$ cat config.mk
export PLATFORM = sky130hd
export DESIGN_NAME = gpia_port_in
export DESIGN_NICKNAME = d
export VERILOG_FILES = /design/src/rtl/gpia_pkg.sv /design/src/rtl/gpia_sync.sv /design/src/rtl/gpia_port_in.sv
export SDC_FILE = /design/constraint.sdc
export NUM_CORES = 1
export LEC_CHECK = 0
export CORE_MARGIN = 2
export CORE_UTILIZATION = 38
export CTS_CLUSTER_SIZE = 12
export DETAILED_ROUTE_END_ITERATION = 10
export GPL_TIMING_DRIVEN = 1
export PLACE_DENSITY = 0.84
export SYNTH_ARGS = -nofsm -noshare
export SYNTH_HDL_FRONTEND = slang
export SYNTH_SLANG_ARGS = --single-unit
$ cat constraint.sdc
create_clock -name clk_i -period 3.2 [get_ports clk_i]
set_clock_uncertainty 0.2 [all_clocks]
set_input_delay 0.96 -clock clk_i [delete_from_list [all_inputs] [get_ports clk_i]]
set_output_delay 0.96 -clock clk_i [all_outputs]
set_load 0.05 [all_outputs]
$ cat src/rtl/gpia_pkg.sv
// Shared definitions for the GPIA port blocks: register select encodings,
// synchronizer depth bounds and arm counter sizing.
package gpia_pkg;

    localparam logic ADR_DATA = 1'b0;
    localparam logic ADR_PEND = 1'b1;

    localparam int SYNC_STAGES_MIN = 2;
    localparam int SYNC_STAGES_MAX = 4;

    // Wide enough to hold SYNC_STAGES_MAX + 1.
    localparam int ARM_W = 3;

    function automatic logic sync_stages_legal(input int stages);
        return (stages >= SYNC_STAGES_MIN) && (stages <= SYNC_STAGES_MAX);
    endfunction

endpackage

$ cat src/rtl/gpia_sync.sv
// Multi-flop synchronizer bringing asynchronous pin samples into the clk_i
// domain; all bits share the same depth.
module gpia_sync
    import gpia_pkg::*;
#(
    parameter int WIDTH       = 16,
    parameter int SYNC_STAGES = 2
) (
    input  logic             clk_i,
    input  logic             reset_i,
    input  logic [WIDTH-1:0] async_i,
    output logic [WIDTH-1:0] sync_o
);

    if (!sync_stages_legal(SYNC_STAGES)) begin : g_bad_stages
        $error("gpia_sync: SYNC_STAGES out of range");
    end

    logic [WIDTH-1:0] stage_q [SYNC_STAGES];

    always_ff @(posedge clk_i) begin
        if (reset_i) begin
            for (int i = 0; i < SYNC_STAGES; i++) begin
                stage_q[i] <= '0;
            end
        end else begin
            stage_q[0] <= async_i;
            for (int i = 1; i < SYNC_STAGES; i++) begin
                stage_q[i] <= stage_q[i-1];
            end
        end
    end

    assign sync_o = stage_q[SYNC_STAGES-1];

endmodule

$ cat src/rtl/gpia_port_in.sv
// GPIA input port: synchronized pin readback, edge-pending register and
// interrupt. Edge/interrupt logic is built only with GPIA_PORT_IN_IRQ_EN.
module gpia_port_in
    import gpia_pkg::*;
#(
    parameter int WIDTH       = 16,
    parameter int SYNC_STAGES = 2
) (
    input  logic             clk_i,
    input  logic             reset_i,
    input  logic [WIDTH-1:0] inp_i,
    input  logic [WIDTH-1:0] out_i,
    input  logic [WIDTH-1:0] ddr_i,
    input  logic             stb_i,
    input  logic             we_i,
    input  logic             adr_i,
    input  logic [WIDTH-1:0] dat_i,
    input  logic [WIDTH-1:0] ien_i,
    output logic [WIDTH-1:0] dat_o,
    output logic             ack_o,
    output logic             irq_o
);

    // Bus handshake: a cycle is accepted on the edge where stb_i=1 and
    // ack_o=0; ack_o is then high for exactly one cycle, so a held stb_i
    // yields one transfer every other cycle.
    logic             bus_take;
    logic             rd_en;
    logic             wr_pend;
    logic [WIDTH-1:0] sync;
    logic [WIDTH-1:0] rb;
    logic [WIDTH-1:0] pend_view;

    gpia_sync #(
        .WIDTH       (WIDTH),
        .SYNC_STAGES (SYNC_STAGES)
    ) u_sync (
        .clk_i   (clk_i),
        .reset_i (reset_i),
        .async_i (inp_i),
        .sync_o  (sync)
    );

    assign bus_take = stb_i && !ack_o;
    assign rd_en    = bus_take && !we_i;
    assign wr_pend  = bus_take && we_i && (adr_i == ADR_PEND);
    assign rb       = (ddr_i & out_i) | (~ddr_i & sync);

`ifdef GPIA_PORT_IN_IRQ_EN
    localparam logic [ARM_W-1:0] ARM_LOAD = ARM_W'(SYNC_STAGES + 1);

    logic [WIDTH-1:0] prev;
    logic [WIDTH-1:0] pend;
    logic [ARM_W-1:0] arm_cnt;
    logic [WIDTH-1:0] edge_set;
    logic [WIDTH-1:0] pend_clr;

    // Edges are ignored until the synchronizer has flushed its reset zeros.
    assign edge_set = (sync ^ prev) & ~ddr_i & {WIDTH{arm_cnt == '0}};
    assign pend_clr = wr_pend ? dat_i : '0;

    always_ff @(posedge clk_i) begin
        if (reset_i) begin
            prev    <= '0;
            pend    <= '0;
            arm_cnt <= ARM_LOAD;
        end else begin
            prev <= sync;
            pend <= (pend & ~pend_clr) | edge_set;
            if (arm_cnt != '0) begin
                arm_cnt <= arm_cnt - 1'b1;
            end
        end
    end

    assign pend_view = pend;
    assign irq_o     = |(pend & ien_i);
`else
    logic unused_irq_inputs;

    assign unused_irq_inputs = ^{ien_i, dat_i, wr_pend};
    assign pend_view         = '0;
    assign irq_o             = 1'b0;
`endif

    always_ff @(posedge clk_i) begin
        if (reset_i) begin
            ack_o <= 1'b0;
            dat_o <= '0;
        end else begin
            ack_o <= bus_take;
            if (rd_en) begin
                dat_o <= (adr_i == ADR_DATA) ? rb : pend_view;
            end else begin
                dat_o <= '0;
            end
        end
    end

endmodule

After elaboration in Yosys (flattened, before gate mapping)
Memory sizes are Yosys's and may differ from the RTL's.
Index checks and enable logic that the tools add are counted.
W data, S select, Z words.
Operators by class
  multiplexer cells: 5
  bitwise operators: 7
  reduce and logical (&&, ||, !) cells: 5
Operator list (number)
  $and A16 B16 Y16: 2
  $mux W16: 2
  $not A16 Y16: 1
  $or A16 B16 Y16: 1
  $mux W1: 3
  $reduce_or A3 Y1: 1
  $logic_and A1 B1 Y1: 2
  $logic_not A1 Y1: 2
  $or A1 B1 Y1: 2
  $not A1 Y1: 1
Word-level totals
  flip-flop bits (word level): 17
  RAM bits: 32
  input port bits: 85
  word-level logic and storage cells: 20
  memories kept: 1
Memories
  u_sync.stage_q: depth 2, bits a word 16, read ports 2, clocked after memory_dff 0, wr ports 2, line gpia_sync.sv:19  | logic [WIDTH-1:0] stage_q [SYNC_STAGES];

Longest topological paths before layout
Gate-level depths: netlist of the first run.
  depth in word-level cells: 5
  depth in mapped cells: 4
  depth with buffers taken out: 2

Cells and area by module
From an unflattened synthesis of the first run, not the netlist that was laid out.
Unflattened totals
  cell total of the unflattened synthesis: 141
  area, all modules: 1692.9 um2
Modules (own cells, without submodules)
  gpia_sync: times used 1, cells an instance 83, area an instance 983.4 um2, seq. area each 640.6 um2
  gpia_port_in: times used 1, cells an instance 58, area an instance 709.4 um2, seq. area each 340.3 um2

Worst setup path after synthesis of the first run
Ideal clock, no wire load.
  path type: input-to-reg
  start point: input reset_i
  end point: register dat_o[11]
  library setup time: 0.073 ns
  arrival time: 1.737 ns
  required time: 2.927 ns
  path slack: 1.190 ns
  cell stages on the path: 4
  buffers on the path: 2
  cell sequence: or3b_1 > buf_6 > buf_12 > nor3_4
On the way
  longest elaborated chain between the ends: 1
Ends and longest elaborated chain
  start, declared: line gpia_port_in.sv:10  | input logic reset_i,
  $reduce_or A3 Y1 (no line)
  end signal, assigned: line gpia_port_in.sv:93  | dat_o <= (adr_i == ADR_DATA) ? rb : pend_view;
  end, declared: line gpia_port_in.sv:19  | output logic [WIDTH-1:0] dat_o,
No other way between the ends.
A chain may end at the register's enable or synchronous reset.

Final worst setup path of the first run
  start point: register ack_o
  end point: output ack_o
RTL lines
  start, declared: line gpia_port_in.sv:20  | output logic ack_o,
  start signal, assigned: line gpia_port_in.sv:91  | ack_o <= bus_take;
No word-level cell between the ends.

==> out/qor.csv, run 1 <==
stage;metric;value;unit
drt;drc;0;
place;gp_congestion;0.633;
global_routing;met2_usage;0.201;
clock_network;cts_hold_buf;0;
drt;drt_wl_total;2.91;mm
clock_network;path_clk_slew;0.09;ns
synth;ys_types;15;
final_layout;area_growth_syn_to_layout;53.6;%
power_and_ir_drop;p_leak;0.000938;µW
global_routing;grt_pass1_vias;958;
global_routing;grtUsageMet3;0.0362;
sta;final_hold_viol_count;0;
synth;syn-num-nets;210;
clock_network;cts_made_buffers;5;
critical_path;crit_buf_inv;1;
synth;ys_seq_elements;49;
drt;routed_via_density;4.25;
sta;finalCritPeriodShare;0.812;
clock_network;cts_setup_buffers;0;
synth;synthCells;125;
power_and_ir_drop;power;1290;µW
clock_network;cts-root-buf;clkbuf_8;
die;die_y;68.1;µm
critical_path;critPathLaunchType;register;
critical_path;cp_max_fo;2;
global_routing;antenna_found_initial;0;
die;die_w;68.1;µm
sta;worst_slew_pin_slew;0.780;ns
power_and_ir_drop;power.net_switching;258;µW
sta;fin_crit;2.60;ns
critical_path;critical_path.cell_chain;clkdlybuf4s50_1;
final_layout;final_layout_size_suffix_gt1_frac;0.108;
power_and_ir_drop;seqPwrFrac;0.495;
synth;yosys_warnings;0;
clock_network;cts_buffer_depth;2;
min_path;hold_path.class;register to register;
sta;fin_setup_tns;0;ns
global_routing;gr-max-usage-layer;met2;
power_and_ir_drop;power_frac_clock;0.403;
sta;fmax;0.385;GHz
critical_path;worstPathArrival;1.44;ns
global_routing;use_met1;0.159;
power_and_ir_drop;combPwrFrac;0.102;
critical_path;critical-path-max-stage-delay;0.81;ns
final_layout;diodes;0;
sta;maxSlewHeadroom;0.480;
global_routing;grt.total_usage;0.130;
critical_path;slowest_stage;clkdlybuf4s50_1;
sta;setup_viol;0;
clock_network;tritoncts;built;
critical_path;cpLargestDelayFamily;buffers and inverters;
sta;grt_setup_unrepaired;no;
die;ios;103;
power_and_ir_drop;power_density;536;mW/mm²
drt;vias;1041;
run;max_cap_viol_count;0;
clock_network;clkSinkCount;49;
place;port_buffers;69;
die;num_rows;23;
drt;ant_nets;0;
sta;slew_violations;0;
die;core_area;0.00397;mm²
final_layout;nets;279;
power_and_ir_drop;p_int;1030;µW
clock_network;htreeDepth;2;
critical_path;criticalPathCategory;register to output pin;
drt;drt_iter0_markers;33;
global_routing;grt_max_degree;33;
clock_network;clkLatencyLatePin;0.29;ns
critical_path;cp.required;2.04;ns
synth;yosysSeqAreaShare;0.628;
synth;syn_avg_cell_area;12.5;µm²
global_routing;overflow;0;
clock_network;cts_resized;0;
global_routing;grt_pass1_wl;4.32;mm
die;start_util;0.393;
power_and_ir_drop;ir_worst_vdd;0.000313;V
power_and_ir_drop;switching_share;0.201;
die;dieArea;0.00464;mm²
synth;synth_area;0.00156;mm²
critical_path;end_kind;output pin;
drt;firstDrtPassIters;4;
drt;post_drt_wl_per_cell;11.9;µm
run_status;status;complete, no violations;
[final cells by class]
cell class / instances / area [µm²]
clock inverters: 3 / 68.8
well taps: 50 / 62.6
fillers: 360 / 1570
repair buffers: 70 / 698
clock buffers: 5 / 68.8
inverters: 1 / 3.75
flip-flops and latches: 49 / 981
multi-input cells: 67 / 515
[worst paths after layout]
path | to | start | cells past startpoint | slack [ns]
worst max-delay path | ack_o | ack_o$_SDFF_PP0_ | 1 | 0.60
worst min-delay path | u_sync.stage_q[0][30]$_SDFF_PP0_ | u_sync.stage_q[0][14]$_SDFF_PP0_ | 1 | 0.24
worst max register to register | dat_o[5]$_SDFF_PP0_ | ack_o$_SDFF_PP0_ | 2 | 1.59
worst min register to register | u_sync.stage_q[0][30]$_SDFF_PP0_ | u_sync.stage_q[0][14]$_SDFF_PP0_ | 1 | 0.24
[power by group through the flow]
stage / clock network, µW / logic [µW] / registers, µW
after detailed placement: 0 / 131 / 651
after global routing: 553 / 140 / 639
after floorplan: 0 / 49.8 / 659
after CTS: 523 / 132 / 637
final: 518 / 131 / 637
after global placement: 0 / 129 / 650
[cell usage after synthesis (all sizes together)]
| cell type | n | area, µm² |
|---|---|---|
| nor2b | 30 | 188 |
| buf | 4 | 46.3 |
| inv | 1 | 3.75 |
| conb | 1 | 3.75 |
| or2 | 1 | 6.26 |
| or3b | 1 | 8.76 |
| nor3 | 16 | 131 |
| mux2i | 16 | 160 |
| dfxtp | 49 | 981 |
| clkbuf | 4 | 15.0 |
| and2b | 2 | 17.5 |
[routing by layer]
layer / wire length (µm) / up-vias
met2: 1400 / 44
li1: - / 534
met1: 1250 / 459
met3: 210 / 4
met4: 57 / 0
met5: 0 / -
[placed cells by master, fill, tap and decap left out]
master and instances:
conb_1 1, and2b_2 2, dfxtp_1 49, or3b_1 1
buf_4 1, inv_1 1, nor2b_1 30, clkbuf_8 5
mux2i_1 16, inv_6 1, nor3_2 8, bufinv_16 2
nor3_4 1, or2_2 1, nor3_1 7, clkdlybuf4s50_1 69
[per-stage QoR]
stage	utilization	area [µm²]	std cells	hold WS [ns]	setup WS (ns)
finish	0.604	2400	245	0.243	0.602
global placement	0.569	2260	237	0.221	0.540
detailed placement	0.569	2260	237	0.221	0.529
CTS	0.604	2400	245	0.243	0.588
floorplan	-	1560	125	0.214	1.19
global route	0.604	2400	245	0.261	0.556
[sequential cells by signal (all words and copies together) (netlist names)]
register,cells
u_sync.stage_q,32
dat_o,16
ack_o,1
[cell families after synthesis]
kind of cell / after synthesis / share of synthesized area
buffers and inverters: 9 / 0.0417
DFF: 49 / 0.628
muxes: 16 / 0.103
other: 1 / 0.00240
and+or+nand+nor: 50 / 0.225
Note: power is estimated with default switching activity, not from simulation.
==> inputs of run 2 (changes only) <==
--- a/config.mk
+++ b/config.mk
@@ -6,11 +6,11 @@
 export NUM_CORES = 1
 export LEC_CHECK = 0
 export CORE_MARGIN = 2
-export CORE_UTILIZATION = 38
+export CORE_UTILIZATION = 35
 export CTS_CLUSTER_SIZE = 12
 export DETAILED_ROUTE_END_ITERATION = 10
 export GPL_TIMING_DRIVEN = 1
-export PLACE_DENSITY = 0.84
+export PLACE_DENSITY = 0.79
 export SYNTH_ARGS = -nofsm -noshare
 export SYNTH_HDL_FRONTEND = slang
 export SYNTH_SLANG_ARGS = --single-unit
==> constraint.sdc (replaced) <==
create_clock -name clk_i -period 2.4 [get_ports clk_i]
set_clock_uncertainty 0.2 [all_clocks]
set_input_delay 0.72 -clock clk_i [delete_from_list [all_inputs] [get_ports clk_i]]
set_output_delay 0.72 -clock clk_i [all_outputs]
set_load 0.05 [all_outputs]
==> run 2 against run 1 <==
  * Setup slack worse by 0.54 ns
  * Clock-buffer cell count is 1 higher
  * Wire length is 4.2% higher
  * Non-clock buffer count up 3
  * Combinational power rose by 36%
  * Via count grew 1.7%
  * Global-route usage rose by 0.083 points
  * Core utilization is 4.9 points lower
  * Die area rose by 8.1%
  * Power up 26%
  * Critical path type unchanged
==> out/qor.csv, run 2 (synthesis gave the netlist of run 1 again) <==
stage;metric;value;unit;change
drt;routed_via_density;4.24;;-0.31%
die;die_w;70.8;µm;+3.9%
critical_path;worstPathArrival;1.42;ns;-0.02 ns
sta;timing.hold.ws;0.245;ns;+0.00190 ns
power_and_ir_drop;ir_worst_vdd;0.000451;V;+44%
sta;setup_viol;0;;unchanged
final_layout;reg_top3;u_sync.stage_q (32), dat_o (16), ack_o (1);;
place;gp_congestion;0.714;;+13%
critical_path;critPathLaunchType;register;;
clock_network;htreeDepth;2;;unchanged
clock_network;clkSinkCount;49;;unchanged
final_layout;area_growth_syn_to_layout;53.6;%;unchanged
critical_path;criticalPathCategory;register to output pin;;
clock_network;cts-root-buf;clkbuf_8;;
critical_path;cp_max_fo;1;;-1
critical_path;slowest_stage;clkdlybuf4s50_1;;
die;num_rows;24;;+4.3%
drt;post_drt_wl_per_cell;12.1;µm;+2.1%
critical_path;critical_path.cell_chain;clkdlybuf4s50_1;;
run_status;status;complete, no violations;;
drt;drc;0;;unchanged
run;max_cap_viol_count;0;;unchanged
die;ios;103;;unchanged
power_and_ir_drop;p_leak;0.000945;µW;+0.81%
critical_path;end_kind;output pin;;
place;place_ws;0.164;ns;-0.365 ns
power_and_ir_drop;power_density;676;mW/mm²;+26%
critical_path;crit_buf_inv;1;;unchanged
critical_path;cpLargestDelayFamily;buffers and inverters;;
clock_network;cts_hold_buf;0;;unchanged
clock_network;path_clk_slew;0.09;ns;about the same
drt;ant_nets;0;;unchanged
place;hpwlAfterDp;2.36;mm;
die;die_y;70.8;µm;+3.9%
sta;slew_violations;0;;unchanged
final_layout;final_layout_size_suffix_gt1_frac;0.136;;+0.0287
place;dp_cells;242;;+2.1%
drt;vias;1059;;+1.7%
sta;fin_setup_tns;0;ns;unchanged
clock_network;cts_resized;0;;unchanged
sta;maxSlewHeadroom;0.660;;+0.180
sta;grt_setup_unrepaired;no;;
die;dieArea;0.00501;mm²;+8.1%
critical_path;critical-path-max-stage-delay;0.80;ns;about the same
final_layout;largest_reg_flops;32;;unchanged
global_routing;antenna_found_initial;0;;unchanged
drt;drt_wl_total;3.03;mm;+4.2%
sta;fin_ws;0.0633;ns;-0.539 ns
sta;fmax;0.428;GHz;
die;core_area;0.00432;mm²;+8.9%
clock_network;clkLatencyLatePin;0.29;ns;about the same
final_layout;post-route-cell-area;0.00240;mm²;unchanged
final_layout;final_cell_count_no_fill;250;;+2.0%
clock_network;cts_buffer_depth;2;;unchanged
clock_network;cts_setup_buffers;0;;unchanged
drt;firstDrtPassIters;4;;unchanged
final_layout;nets;282;;+1.1%
global_routing;grt_max_degree;33;;unchanged
global_routing;grt_pass1_vias;1073;;+12%
global_routing;overflow;0;;unchanged
final_layout;mostFrequentLayoutCell;clkdlybuf4s50_1;;
clock_network;tritoncts;built;;
final_layout;fillers;400;;+11%
global_routing;grt.total_usage;0.131;;+0.000825
sta;fin_crit;2.34;ns;
die;start_util;0.361;;-0.0321
min_path;hold_path.class;register to register;;
critical_path;cp.required;1.48;ns;-0.56 ns
clock_network;cts_made_buffers;5;;unchanged
sta;worst_slew_pin_slew;0.509;ns;-0.271 ns
sta;final_hold_viol_count;0;;unchanged
final_layout;diodes;0;;unchanged
final_layout;top_register;u_sync.stage_q;;
drt;drt_iter0_markers;23;;-30%
final_layout;final_cell_mix;clkdlybuf4s50_1, dfxtp_1, nor2b_1, mux2i_1, nor3_2;;
place;port_buffers;69;;unchanged
global_routing;grt_pass1_wl;4.93;mm;+14%
sta;finalCritPeriodShare;0.974;;
place;placed_area;0.00228;mm²;+0.77%
run 2: changes by cell type in the layout (fill, tap and decap cells not counted):
cell	change
buf_4	+6
clkdlybuf4s50_1	-3
bufinv_16	-1
clkbuf_8	+1
clkinvlp_4	+1
inv_6	-1
run 2: final timing paths:
path                                         from                               end  slack [ns]  cells past startpoint
setup reg to reg                 ack_o$_SDFF_PP0_               dat_o[6]$_SDFF_PP0_        1.02                      3
setup / recovery              dat_o[7]$_SDFF_PP0_                          dat_o[7]        0.06                      1
hold / removal    u_sync.stage_q[0][8]$_SDFF_PP0_  u_sync.stage_q[0][24]$_SDFF_PP0_        0.25                      1
hold reg to reg   u_sync.stage_q[0][8]$_SDFF_PP0_  u_sync.stage_q[0][24]$_SDFF_PP0_        0.25                      1
run 2: report_power, final:
part | switching, µW | total, µW | leakage (µW) | internal (µW)
Clock | 258 | 596 | 0.0000574 | 339
Combinational | 66.0 | 178 | 0.000485 | 112
Sequential | 6.71 | 848 | 0.000402 | 841
Total | 330 | 1620 | 0.000945 | 1290
run 2: layer usage:
metal | GRT usage | share of wire
met5 | 0 | 0
met4 | 0.0566 | 0.020
met3 | 0.0427 | 0.072
met2 | 0.225 | 0.50
met1 | 0.147 | 0.41
run 2: through the flow:
stage	total power, µW	util
after detailed placement	1050	0.527
after floorplan	946	-
after CTS	1650	0.555
final	1620	0.555
after global placement	1040	0.527
after global routing	1690	0.555
run 2: final cells by class:
| class | instances | area (µm²) | share of cell area |
|---|---|---|---|
| clock buffer | 6 | 82.6 | 0.0344 |
| clock inverter | 2 | 37.5 | 0.0156 |
| inverter | 1 | 3.75 | 0.00156 |
| multi-input combinational | 67 | 515 | 0.215 |
| sequential | 49 | 981 | 0.409 |
| tap | 52 | 65.1 | 0.0271 |
| timing repair buffer | 73 | 713 | 0.297 |
==> inputs of run 3 (changes only) <==
==> constraint.sdc (replaced) <==
create_clock -name clk_i -period 2.4 [get_ports clk_i]
set_clock_uncertainty 0.2 [all_clocks]
set_input_delay 0.72 -clock clk_i [delete_from_list [all_inputs] [get_ports clk_i]]
set_output_delay 0.72 -clock clk_i [all_outputs]
set_load 0.1 [all_outputs]
==> run 3 against run 2 <==
  * Fmax is 22% higher
  * Register-to-register slack barely moved
  * Worst hold slack lost 0.0051 ns
  * Sequential share of layout area grew 1.1 points
  * Core utilization decreased by 1.5 points
  * Sequential cell count did not move
  * Sequential power barely moved
  * Critical path type is now primary input to register
  * Largest cell class unchanged
==> out/qor.csv, run 3 (synthesis gave the netlist of run 1 again) <==
stage;metric;value;unit;change
final_layout;reg_top3;u_sync.stage_q (32), dat_o (16), ack_o (1);;
power_and_ir_drop;ir_worst_vdd;0.000360;V;-20%
drt;drt_iter0_markers;60;;+160%
power_and_ir_drop;power_density;644;mW/mm²;-4.7%
global_routing;grt_max_degree;33;;unchanged
final_layout;area_growth_syn_to_layout;49.5;%;
run;max_cap_viol_count;0;;unchanged
critical_path;critical_path.cell_chain;clkdlybuf4s50_1 > or3b_1 > buf_12 > nor3_1;;
global_routing;antenna_found_initial;0;;unchanged
critical_path;critPathLaunchType;primary input;;
critical_path;cpLargestDelayFamily;buffers and inverters;;
clock_network;cts_made_buffers;5;;unchanged
die;die_y;70.8;µm;unchanged
die;ios;103;;unchanged
min_path;holdPathEnd;u_sync.stage_q[0][20]$_SDFF_PP0_;;
critical_path;criticalPathCategory;primary input to register;;
sta;setup_viol;0;;unchanged
final_layout;final_cell_mix;clkdlybuf4s50_1, dfxtp_1, nor2b_1, buf_4, mux2i_1;;
critical_path;r2r-start;ack_o$_SDFF_PP0_;;
critical_path;end_kind;register;;
final_layout;nets;281;;-0.35%
drt;ant_nets;0;;unchanged
global_routing;overflow;0;;unchanged
clock_network;path_clk_slew;0.09;ns;about the same
final_layout;diodes;0;;unchanged
clock_network;clkLatencyLatePin;0.29;ns;about the same
clock_network;cts_hold_buf;0;;unchanged
run_status;status;complete, no violations;;
final_layout;mostFrequentLayoutCell;clkdlybuf4s50_1;;
critical_path;crit_buf_inv;2;;+1
final_layout;final_layout_size_suffix_gt1_frac;0.203;;+0.0667
global_routing;grt.total_usage;0.131;;+0.000362
critical_path;worstPathArrival;1.93;ns;+0.51 ns
critical_path;critical-path-max-stage-delay;0.43;ns;-0.37 ns
die;core_area;0.00432;mm²;unchanged
final_layout;largest_reg_flops;32;;unchanged
sta;finalCritPeriodShare;0.798;;-0.176
min_path;hold_path.class;register to register;;
clock_network;cts_buffer_depth;2;;unchanged
clock_network;cts-root-buf;clkbuf_8;;
die;die_w;70.8;µm;unchanged
clock_network;htreeDepth;2;;unchanged
place;port_buffers;69;;unchanged
sta;slew_violations;0;;unchanged
die;dieArea;0.00501;mm²;unchanged
min_path;min_from;u_sync.stage_q[0][4]$_SDFF_PP0_;;
drt;drc;0;;unchanged
place;hpwlAfterDp;2.32;mm;-1.5%
clock_network;cts_setup_buffers;0;;unchanged
final_layout;final_cell_count_no_fill;249;;-0.40%
sta;timing.hold.ws;0.240;ns;-0.00513 ns
sta;final_hold_viol_count;0;;unchanged
final_layout;top_register;u_sync.stage_q;;
critical_path;rr_endpoint;dat_o[4]$_SDFF_PP0_;;
sta;fin_crit;1.91;ns;-0.423 ns
critical_path;reg2reg_depth;3;;unchanged
drt;firstDrtPassIters;3;;-1
clock_network;cts_resized;0;;unchanged
place;gp_congestion;0.712;;-0.32%
critical_path;cp_max_fo;13;;+12
critical_path;regToRegSetupSlack;1.03;ns;about the same
sta;fin_setup_tns;0;ns;unchanged
power_and_ir_drop;p_leak;0.000961;µW;+1.7%
critical_path;slowest_stage;clkdlybuf4s50_1;;
drt;drt_wl_total;3.00;mm;-1.1%
clock_network;clkSinkCount;49;;unchanged
sta;fmax;0.522;GHz;+22%
die;num_rows;24;;unchanged
global_routing;grt_pass1_vias;1046;;-2.5%
drt;vias;1018;;-3.9%
clock_network;tritoncts;built;;
drt;routed_via_density;4.09;;-3.5%
drt;post_drt_wl_per_cell;12.1;µm;-0.66%
global_routing;grt_pass1_wl;4.97;mm;+0.83%
place;dp_cells;241;;-0.41%
critical_path;cp.required;2.42;ns;+0.94 ns
sta;grt_setup_unrepaired;no;;
min_path;whs_path_depth;1;;unchanged
die;start_util;0.361;;unchanged
## run 3: changes by cell type in the layout (fill, tap and decap cells not counted), sizes merged
cell and change:
clkinv +2, clkbuf -1, clkdlybuf4s50 -14, bufinv -1
buf +13
## run 3: worst max-delay path by stage
stage / startpoint / end / cells past startpoint
2_1_floorplan: ack_o$_SDFF_PP0_ / ack_o / 0
3_3_place_gp: reset_i / dat_o[7]$_SDFF_PP0_ / 4
3_5_place_dp: reset_i / dat_o[4]$_SDFF_PP0_ / 4
4_1_cts: reset_i / dat_o[4]$_SDFF_PP0_ / 4
5_1_grt: reset_i / dat_o[10]$_SDFF_PP0_ / 4
6_report: reset_i / dat_o[4]$_SDFF_PP0_ / 4
## run 3: through the flow
stage          area, µm²   util  power, µW  setup slack (ns)
6_report            2330  0.540       1500             0.486
5_1_grt             2330  0.540       1570             0.386
4_1_cts             2330  0.540       1520             0.470
3_5_place_dp        2250  0.520       1070             0.156
3_3_place_gp        2250  0.520       1060             0.187
2_1_floorplan       1560      -        964             0.560
## run 3: worst reg2reg max path, stage by stage, from the launching register on
cell and delay, ns:
dfxtp_1 0.32, or3b_1 0.43, buf_12 0.18, nor3_1 0.18
## run 3: routing by layer
layer  part of all wire  track usage  vias to the layer above
li1                   -            -                      540
met1               0.44        0.161                      435
met2               0.49        0.210                       36
met3              0.052       0.0313                        7
met4              0.025       0.0755                        0
met5                  0            0                        -
## run 3: area by class of cell
| type | count | area (µm²) |
|---|---|---|
| repair buffers | 72 | 683 |
| well taps | 52 | 65.1 |
| multi-input cells | 67 | 515 |
| flip-flops and latches | 49 | 981 |
| fillers | 395 | 1990 |
| clock inverters | 3 | 17.5 |
| clock buffers | 5 | 68.8 |
| inverters | 1 | 3.75 |
## run 3: report_power, final
group          internal [µW]  total [µW]  switching (µW)
Sequential               841         848            6.90
Combinational            112         197            84.9
Clock                    201         459             258
